===== src/rtl/boot_pkg.sv =====
// Shared encodings and constants for the UART boot loader and its byte receiver.
package boot_pkg;

    localparam int DEFAULT_CLKS_PER_BIT = 10416;
    localparam int WORD_W = 32;

    typedef enum logic [1:0] {
        LD_LEN,
        LD_DATA,
        LD_DONE,
        LD_ERR
    } ld_state_t;

    typedef enum logic [1:0] {
        RX_IDLE,
        RX_START,
        RX_DATA,
        RX_STOP
    } rx_state_t;

endpackage


===== src/rtl/uart_rx_byte.sv =====
// 8N1 UART byte receiver: synchronizes the line, samples mid-bit, and flags
// either a good byte or a framing error with a one-cycle pulse.
module uart_rx_byte
    import boot_pkg::*;
#(
    parameter int CLKS_PER_BIT = DEFAULT_CLKS_PER_BIT
) (
    input  logic       clk,
    input  logic       reset,
    input  logic       rx,
    output logic       byte_valid,
    output logic [7:0] byte_data,
    output logic       frame_err
);

    localparam int CNT_W = $clog2(CLKS_PER_BIT);
    localparam int HALF  = CLKS_PER_BIT / 2;

    rx_state_t        state_reg, state_next;
    logic [CNT_W-1:0] cnt_reg, cnt_next;
    logic [2:0]       bit_reg, bit_next;
    logic [7:0]       shift_reg, shift_next;
    logic             valid_reg, valid_next;
    logic             ferr_reg, ferr_next;
    logic             rx_meta_reg, rx_sync_reg;

    always_ff @(posedge clk or negedge reset) begin
        if (!reset) begin
            rx_meta_reg <= 1'b1;
            rx_sync_reg <= 1'b1;
            state_reg   <= RX_IDLE;
            cnt_reg     <= '0;
            bit_reg     <= '0;
            shift_reg   <= '0;
            valid_reg   <= 1'b0;
            ferr_reg    <= 1'b0;
        end else begin
            rx_meta_reg <= rx;
            rx_sync_reg <= rx_meta_reg;
            state_reg   <= state_next;
            cnt_reg     <= cnt_next;
            bit_reg     <= bit_next;
            shift_reg   <= shift_next;
            valid_reg   <= valid_next;
            ferr_reg    <= ferr_next;
        end
    end

    always_comb begin
        state_next = state_reg;
        cnt_next   = cnt_reg;
        bit_next   = bit_reg;
        shift_next = shift_reg;
        valid_next = 1'b0;
        ferr_next  = 1'b0;
        case (state_reg)
            RX_IDLE: begin
                cnt_next = '0;
                if (!rx_sync_reg)
                    state_next = RX_START;
            end
            RX_START: begin
                // A line that is high again at mid start bit was only a glitch.
                if (cnt_reg == CNT_W'(HALF - 1)) begin
                    cnt_next   = '0;
                    bit_next   = '0;
                    state_next = rx_sync_reg ? RX_IDLE : RX_DATA;
                end else begin
                    cnt_next = cnt_reg + 1'b1;
                end
            end
            RX_DATA: begin
                if (cnt_reg == CNT_W'(CLKS_PER_BIT - 1)) begin
                    cnt_next   = '0;
                    shift_next = {rx_sync_reg, shift_reg[7:1]};
                    bit_next   = bit_reg + 1'b1;
                    if (bit_reg == 3'd7)
                        state_next = RX_STOP;
                end else begin
                    cnt_next = cnt_reg + 1'b1;
                end
            end
            RX_STOP: begin
                if (cnt_reg == CNT_W'(CLKS_PER_BIT - 1)) begin
                    cnt_next   = '0;
                    state_next = RX_IDLE;
                    if (rx_sync_reg)
                        valid_next = 1'b1;
                    else
                        ferr_next = 1'b1;
                end else begin
                    cnt_next = cnt_reg + 1'b1;
                end
            end
            default: state_next = RX_IDLE;
        endcase
    end

    assign byte_valid = valid_reg;
    assign byte_data  = shift_reg;
    assign frame_err  = ferr_reg;

endmodule


===== src/rtl/uart_boot_loader.sv =====
// Loads a length-prefixed, big-endian word image from UART into imem and
// releases the CPU once the image is complete.
module uart_boot_loader
    import boot_pkg::*;
#(
    parameter int CLKS_PER_BIT = DEFAULT_CLKS_PER_BIT,
    parameter int ADDR_W       = 10
) (
    input  logic              clk,
    input  logic              reset,
    input  logic              uart_rx,
    output logic              imem_we,
    output logic [ADDR_W-1:0] imem_addr,
    output logic [WORD_W-1:0] imem_wdata,
    output logic              cpu_hold,
    output logic              load_done,
    output logic              load_err,
    output logic [ADDR_W:0]   words_loaded
);

    localparam int DEPTH = 2 ** ADDR_W;

    logic       byte_valid;
    logic [7:0] byte_data;
    logic       frame_err;

    uart_rx_byte #(
        .CLKS_PER_BIT(CLKS_PER_BIT)
    ) u_rx (
        .clk       (clk),
        .reset     (reset),
        .rx        (uart_rx),
        .byte_valid(byte_valid),
        .byte_data (byte_data),
        .frame_err (frame_err)
    );

    logic [1:0]        byte_cnt_reg;
    logic [23:0]       partial_reg;
    logic              word_valid;
    logic [WORD_W-1:0] word;

    assign word_valid = byte_valid && (byte_cnt_reg == 2'd3);
    assign word       = {partial_reg, byte_data};

    ld_state_t         state_reg, state_next;
    logic [ADDR_W:0]   len_reg, len_next;
    logic [ADDR_W:0]   words_reg, words_next;
    logic              we_reg, we_next;
    logic [ADDR_W-1:0] addr_reg, addr_next;
    logic [WORD_W-1:0] wdata_reg, wdata_next;
    logic              done_reg, done_next;
    logic              hold_reg;
    logic              err_reg;

    always_ff @(posedge clk or negedge reset) begin
        if (!reset) begin
            byte_cnt_reg <= '0;
            partial_reg  <= '0;
            state_reg    <= LD_LEN;
            len_reg      <= '0;
            words_reg    <= '0;
            we_reg       <= 1'b0;
            addr_reg     <= '0;
            wdata_reg    <= '0;
            done_reg     <= 1'b0;
            hold_reg     <= 1'b1;
            err_reg      <= 1'b0;
        end else begin
            if (byte_valid) begin
                byte_cnt_reg <= byte_cnt_reg + 1'b1;
                partial_reg  <= {partial_reg[15:0], byte_data};
            end
            state_reg <= state_next;
            len_reg   <= len_next;
            words_reg <= words_next;
            we_reg    <= we_next;
            addr_reg  <= addr_next;
            wdata_reg <= wdata_next;
            done_reg  <= done_next;
            hold_reg  <= !done_next;
            err_reg   <= err_reg | frame_err | (state_next == LD_ERR);
        end
    end

    always_comb begin
        state_next = state_reg;
        len_next   = len_reg;
        words_next = words_reg;
        we_next    = 1'b0;
        addr_next  = addr_reg;
        wdata_next = wdata_reg;
        case (state_reg)
            LD_LEN: begin
                if (frame_err) begin
                    state_next = LD_ERR;
                end else if (word_valid) begin
                    if (word == '0)
                        state_next = LD_DONE;
                    else if (word > WORD_W'(DEPTH))
                        state_next = LD_ERR;
                    else begin
                        len_next   = word[ADDR_W:0];
                        state_next = LD_DATA;
                    end
                end
            end
            LD_DATA: begin
                if (frame_err) begin
                    state_next = LD_ERR;
                end else if (word_valid) begin
                    we_next    = 1'b1;
                    addr_next  = words_reg[ADDR_W-1:0];
                    wdata_next = word;
                    words_next = words_reg + 1'b1;
                    if (words_next == len_reg)
                        state_next = LD_DONE;
                end
            end
            default: ;
        endcase
        // Release the CPU only once the final write strobe has already been issued.
        done_next = (state_next == LD_DONE) && !we_next;
    end

    assign imem_we      = we_reg;
    assign imem_addr    = addr_reg;
    assign imem_wdata   = wdata_reg;
    assign cpu_hold     = hold_reg;
    assign load_done    = done_reg;
    assign load_err     = err_reg;
    assign words_loaded = words_reg;

endmodule

===== config.mk =====
export PLATFORM = sky130hd
export DESIGN_NAME = uart_boot_loader
export DESIGN_NICKNAME = d
export VERILOG_FILES = /design/src/rtl/boot_pkg.sv /design/src/rtl/uart_rx_byte.sv /design/src/rtl/uart_boot_loader.sv
export SDC_FILE = /design/constraint.sdc
export NUM_CORES = 1
export LEC_CHECK = 0
export CORE_ASPECT_RATIO = 1.1
export CORE_UTILIZATION = 50
export CTS_CLUSTER_SIZE = 8
export DETAILED_ROUTE_END_ITERATION = 10
export PLACE_DENSITY = 0.72
export SYNTH_ARGS = -nofsm -noshare
export SYNTH_HDL_FRONTEND = slang
export SYNTH_HIERARCHICAL = 1
export SYNTH_SLANG_ARGS = --single-unit

===== constraint.sdc =====
create_clock -name clk -period 2.6 [get_ports clk]
set_input_delay 0.39 -clock clk [delete_from_list [all_inputs] [get_ports clk]]
set_output_delay 0.39 -clock clk [all_outputs]
set_load 0.05 [all_outputs]

==> results of run 1 <==
cell usage after synthesis (3+ instances only):
cell type / count / area share
clkbuf_1: 12 / 0.0080
nor2b_1: 3 / 0.0033
dfrtp_1: 124 / 0.55
nand2_1: 13 / 0.0086
a21oi_1: 6 / 0.0053
nor3_1: 5 / 0.0044
nand3_1: 12 / 0.011
xor2_1: 11 / 0.017
and2_1: 3 / 0.0033
o31a_1: 3 / 0.0046
and4_1: 4 / 0.0062
inv_1: 11 / 0.0073
ha_1: 5 / 0.011
buf_6: 3 / 0.0060
mux2_4: 5 / 0.013
buf_4: 5 / 0.0066
xnor2_1: 23 / 0.036
nor2_1: 27 / 0.018
nand4_1: 12 / 0.013
dfstp_2: 3 / 0.014
mux2_2: 81 / 0.16
and3_1: 4 / 0.0044
o21ai_0: 9 / 0.0080
nor4_1: 7 / 0.0077
worst min path at each step:
| stage | start | end | depth (start not counted) |
|---|---|---|---|
| 2_1_floorplan | reset | byte_cnt_reg[0] | 0 |
| 3_3_place_gp | u_rx/rx_meta_reg | u_rx/rx_sync_reg | 0 |
| 3_5_place_dp | u_rx/rx_meta_reg | u_rx/rx_sync_reg | 0 |
| 4_1_cts | uart_rx | u_rx/rx_meta_reg | 1 |
| 5_1_grt | u_rx/rx_meta_reg | u_rx/rx_sync_reg | 0 |
| 6_report | u_rx/rx_meta_reg | u_rx/rx_sync_reg | 0 |
logic make-up after synthesis:
logic type      after synthesis  share of synthesized area
flops                       127                      0.562
simple gates                110                      0.120
compound gates               39                     0.0515
mux                          86                      0.174
buf+inv                      33                     0.0294
xor+xnor                     34                     0.0526
fa+ha+maj                     5                     0.0110
power groups by stage:
stage               clock network (mW)  registers (mW)  logic [mW]
floorplan                            0            2.02    0.000279
global placement                     0            2.02      0.0467
detailed placement                   0            2.02      0.0475
CTS                               2.73            1.98      0.0489
global route                      2.80            1.98      0.0546
finish                            2.68            1.98      0.0453
layer usage:
layer | vias to the layer above | track usage | share of wire
met2 | 80 | 0.338 | 0.49
met1 | 1816 | 0.281 | 0.45
met3 | 22 | 0.0594 | 0.036
met4 | 0 | 0.103 | 0.025
met5 | - | 0 | 0
li1 | 1691 | - | -
area by class of cell:
cell class / instances / area (um2) / share of cell area
Inverter: 11 / 41.3 / 0.00581
Sequential cell: 127 / 3180 / 0.448
Multi-Input combinational cell: 274 / 2320 / 0.327
Clock inverter: 14 / 239 / 0.0336
Clock buffer: 18 / 439 / 0.0618
Timing Repair Buffer: 70 / 698 / 0.0983
Tap cell: 147 / 184 / 0.0259
critical path, cell delays in order (launching register included):
cell and delay (ps):
dfrtp_1 420, nor4_1 580, a31oi_1 230, or4b_2 660, a21boi_0 200, o21ai_0 100
through the flow:
stage               worst slack [ps]  cell area (um2)  utilization  cells  total power [mW]
finish                           286             7100        0.648    661              4.71
global route                     109             7100        0.648    661              4.84
CTS                              329             7100        0.648    661              4.77
detailed placement               349             6420        0.585    628              2.06
global placement                 362             6420        0.585    628              2.06
floorplan                        197             5660            -    434              2.02
repair_timing:
item | in CTS | in global routing
resized for setup | 0 | 0
endpoints found under the hold margin | 41 | 0
hold buffers | 1 | 0
==> run_results.csv, run 1 <==
group,metric,value,unit
run_status,status,"completed",
floorplan,num_io_pins,60,
route,drcViolationCount,0,
global_routing,grt_pass1_vias,3715,
final_layout,finalNetCount,509,
final_layout,final_common_cell,"dfrtp_1",
worst_setup_path,timing.critical_path.to,"state_reg[1]",
sta,report.final.slew_viol_count,0,
logic_synthesis,yosysSeqAreaShare,0.562,
logic_synthesis,synth-main-ff-cell,"dfrtp_1",
power_and_ir_drop,pwr-share-seq,0.421,
sta,relSlewSlack,0.599,
route,firstDrtPassIters,4,
route,detail_route.wl_per_cell,17.0,um
logic_synthesis,yosysWarningCount,6,
power_and_ir_drop,p_leak,3.35,nW
cts,cts_root_buf,"clkbuf_16",
power_and_ir_drop,ir_drop,0.454,mV
power_and_ir_drop,p_per_area,663,nW/um2
route,drt_iter0_drc,198,
power_and_ir_drop,clkPwrFrac,0.569,
sta,worst_pin_slew,596,ps
sta,finalSetupViolations,0,
cts,cts-buffers-inserted,17,
logic_synthesis,ys_ff_latch,127,
final_layout,layout_common_cells,"dfrtp_1 (124), mux2_2 (81), clkdlybuf4s50_1 (58)",
cts,htree_levels,4,
placed_design,place_congestion,0.869,
placed_design,port_buffers,59,
global_routing,grt_usage,0.218,
sta,clock.fmax,0.432,GHz
global_routing,grt_pass1_wl,18900,um
sta,hold_viol,0,
worst_setup_path,required,2890,ps
cts,clk_latency,410,ps
power_and_ir_drop,p_int,3.81,mW
floorplan,initial_utilization,0.517,
worst_setup_path,cp.arrival,2600,ps
route,totalWireLength,11200,um
sta,fin_tns_setup,0,ps
logic_synthesis,synth.avg_cell_area,13.1,um2
worst_setup_path,crit_type,"flop to flop",
logic_synthesis,yosys.cell_types.count,60,
route,dr_total_vias,3609,
floorplan,core-area,11000,um2
logic_synthesis,synth_async_sr_flop_share,1.00,
route,ant_nets,0,
final_layout,diodes,0,
cts,clockBufferDepth,2,
cts,postCtsSetupBuffers,0,
sta,skew,5.14,ps
global_routing,antenna_found_initial,0,
sta,post-route-period-util,0.890,
worst_setup_path,timing.rr.end,"state_reg[1]",
sta,rsz0062_at_grt,"no",
logic_synthesis,syn-num-nets,442,
route,vias_per_cell,5.46,
floorplan,die-area,11800,um2
floorplan,die_y,114,um
worst_setup_path,cp-start-kind,"flop",
power_and_ir_drop,p_sw,0.898,mW
logic_synthesis,syn-cell-area,5660,um2
final_layout,drive_gt1_frac,0.286,
worst_setup_path,startpoint,"u_rx/byte_data[1]",
global_routing,grt_max_degree,60,
placed_design,dp_hpwl,7490,um
floorplan,std_cell_rows,40,
worst_hold_path,hold_path.class,"flop to flop",
logic_synthesis,synthCells,434,
final_layout,largest_reg_flops,32,
worst_setup_path,worst_setup_path_end_kind,"flop",
power_and_ir_drop,swShare,0.191,
final_layout,syn_to_final_growth,25.4,%
worst_setup_path,rrSetupSlack,290,ps
cts,cts_tree,"built",
final_layout,fillCellCount,814,
worst_setup_path,rr_startpoint,"u_rx/byte_data[1]",
worst_setup_path,worstRegToRegCells,5,
sta,period_needed,2310,ps
logic_synthesis,synth_edf_count,0,
cts,clock-sinks,127,
run,max_cap_viol_count,0,
floorplan,die_x,103,um
worst_setup_path,cp_max_fo,6,
power_and_ir_drop,comb_power_share,0.010,
cts,clkSlewWorstSetupHoldPaths,60,ps
global_routing,grt-ovfl-total,0,
sta,holdWs,361,ps
(Power assumes the default switching activity.)
==> inputs of run 2 (changes only) <==
--- a/config.mk
+++ b/config.mk
@@ -5,11 +5,13 @@
 export SDC_FILE = /design/constraint.sdc
 export NUM_CORES = 1
 export LEC_CHECK = 0
+export CELL_PAD_IN_SITES_DETAIL_PLACEMENT = 1
+export CELL_PAD_IN_SITES_GLOBAL_PLACEMENT = 1
 export CORE_ASPECT_RATIO = 1.1
-export CORE_UTILIZATION = 50
+export CORE_UTILIZATION = 46
 export CTS_CLUSTER_SIZE = 8
 export DETAILED_ROUTE_END_ITERATION = 10
-export PLACE_DENSITY = 0.72
+export PLACE_DENSITY_LB_ADDON = 0.1
 export SYNTH_ARGS = -nofsm -noshare
 export SYNTH_HDL_FRONTEND = slang
 export SYNTH_HIERARCHICAL = 1
==> run 2 against run 1 <==
Design area down 1.1%. Sequential cell count unchanged. Critical path type unchanged. Clock-buffer cell count grew 1. Fmax fell by 0.65%. Worst hold slack got worse by 4.0 ps. Largest cell class unchanged. Clock skew grew 2.1 ps.
==> run_results.csv, run 2 (synthesis gave the netlist of run 1 again) <==
group,metric,value,unit
global_routing,use_met1,0.261,
worst_setup_path,slowest_delay,670,ps
power_and_ir_drop,p_per_area,621,nW/um2
worst_setup_path,rrSetupSlack,270,ps
cts,clock-sinks,127,
cts,clk_latency,420,ps
placed_design,port_buffers,59,
route,drt_iter0_drc,74,
cts,cts-buffers-inserted,17,
floorplan,std_cell_rows,42,
cts,clkSlewWorstSetupHoldPaths,60,ps
power_and_ir_drop,p_leak,3.31,nW
route,ant_nets,0,
floorplan,die_x,108,um
sta,finalSetupViolations,0,
final_layout,drive_gt1_frac,0.286,
cts,cts_tree,"built",
route,firstDrtPassIters,5,
route,dr_total_vias,3659,
route,drcViolationCount,0,
worst_hold_path,hold_path.class,"flop to flop",
final_layout,layout_common_cells,"dfrtp_1 (124), mux2_2 (81), clkdlybuf4s50_1 (58)",
global_routing,grt_use_met2,0.369,
placed_design,place_inst,635,
sta,fin_ws,271,ps
worst_setup_path,path_buf_inv,1,
cts,cts_root_buf,"clkbuf_16",
global_routing,grt_usage,0.218,
sta,fin_tns_setup,0,ps
worst_setup_path,cp.arrival,2610,ps
global_routing,antenna_found_initial,0,
placed_design,detailed_place.area,6420,um2
worst_setup_path,worst_path_max_delay_cell,"or4b_2",
sta,report.final.slew_viol_count,0,
sta,worst_pin_slew,536,ps
sta,post-route-period-util,0.896,
final_layout,final_common_cell,"dfrtp_1",
worst_setup_path,worst_setup_path_end_kind,"flop",
cts,post_cts_resized,0,
final_layout,diodes,0,
global_routing,grt-ovfl-total,0,
sta,relSlewSlack,0.638,
placed_design,placement.setup.worst_slack,351,ps
worst_setup_path,path_cells,"nor4_1 -> buf_4 -> a31oi_1 -> or4b_2 -> a21boi_0 -> o21ai_0",
global_routing,grt_max_degree,74,
power_and_ir_drop,ir_drop,0.452,mV
run_status,status,"completed",
sta,clock.fmax,0.429,GHz
worst_setup_path,required,2880,ps
final_layout,final_cells,668,
route,detail_route.wl_per_cell,18.5,um
final_layout,finalNetCount,509,
final_layout,fin_util,0.584,
global_routing,use_met3,0.0590,
run,max_cap_viol_count,0,
route,vias_per_cell,5.48,
global_routing,gr-max-usage-layer,"met2",
worst_setup_path,cp_max_fo,6,
floorplan,die_y,118,um
sta,rsz0062_at_grt,"no",
floorplan,num_io_pins,60,
final_layout,seq_area,3180,um2
route,totalWireLength,12400,um
floorplan,initial_utilization,0.471,
sta,skew,7.28,ps
sta,hold_viol,0,
global_routing,grt_pass1_wl,20700,um
global_routing,grt_pass1_vias,3970,
placed_design,place_congestion,0.790,
final_layout,multi_input_area,2320,um2
worst_setup_path,cp_top_family,"simple AND/OR/NAND/NOR gates",
worst_setup_path,cp-start-kind,"flop",
cts,clockBufferDepth,2,
floorplan,die-area,12800,um2
final_layout,stdcell_area,7030,um2
final_layout,largest_reg_flops,32,
floorplan,core-area,12000,um2
cts,htree_levels,4,
final_layout,fillCellCount,1223,
sta,period_needed,2330,ps
placed_design,dp_hpwl,8530,um
final_layout,syn_to_final_growth,24.1,%
worst_setup_path,crit_type,"flop to flop",
## run 2: cell count changes in the layout (fill, tap and decap cells not counted)
cell,change
bufinv_16,-4
clkbuf_8,+1
clkinv_2,+2
clkinv_4,+1
clkinvlp_4,-1
inv_6,+1
## run 2: path summary, 6_finish.rpt
| path | from | endpoint | cells after the start |
|---|---|---|---|
| hold / removal | u_rx/rx_meta_reg | u_rx/rx_sync_reg | 0 |
| setup reg to reg | u_rx/byte_data[1] | state_reg[1] | 6 |
| setup / recovery | u_rx/byte_data[1] | state_reg[1] | 6 |
| min in group asynchronous | reset | imem_addr[7] | 2 |
| max in group asynchronous | reset | cpu_hold | 3 |
| hold reg to reg | u_rx/rx_meta_reg | u_rx/rx_sync_reg | 0 |
## run 2: cell type report
type,instances,share of cell area
Sequential cell,127,0.453
Multi-Input combinational cell,274,0.330
Timing Repair Buffer,70,0.0994
Clock buffer,19,0.0645
Tap cell,154,0.0274
Clock inverter,13,0.0198
Inverter,11,0.00588
## run 2: timing repair
action | in CTS | in global routing
buffers inserted | 0 | 0
hold buffers | 1 | 0
endpoints found under the hold margin | 22 | 0
## run 2: stage by stage
step           power, mW  hold WS (ps)
2_1_floorplan       2.02          94.4
3_3_place_gp        2.06           317
3_5_place_dp        2.06           317
4_1_cts             4.42           358
5_1_grt             4.51           363
6_report            4.36           357
## run 2: report_power, final
group	leakage, nW	internal (mW)	switching, mW
combinational	1.27	0.00746	0.0381
sequential	1.75	1.98	0.00139
clock	0.289	1.46	0.877
## run 2: metal layers
layer | up-vias | wire length, um
li1 | 1693 | -
met1 | 1884 | 5260
met2 | 66 | 6520
met3 | 16 | 348
met4 | 0 | 240
met5 | - | 0
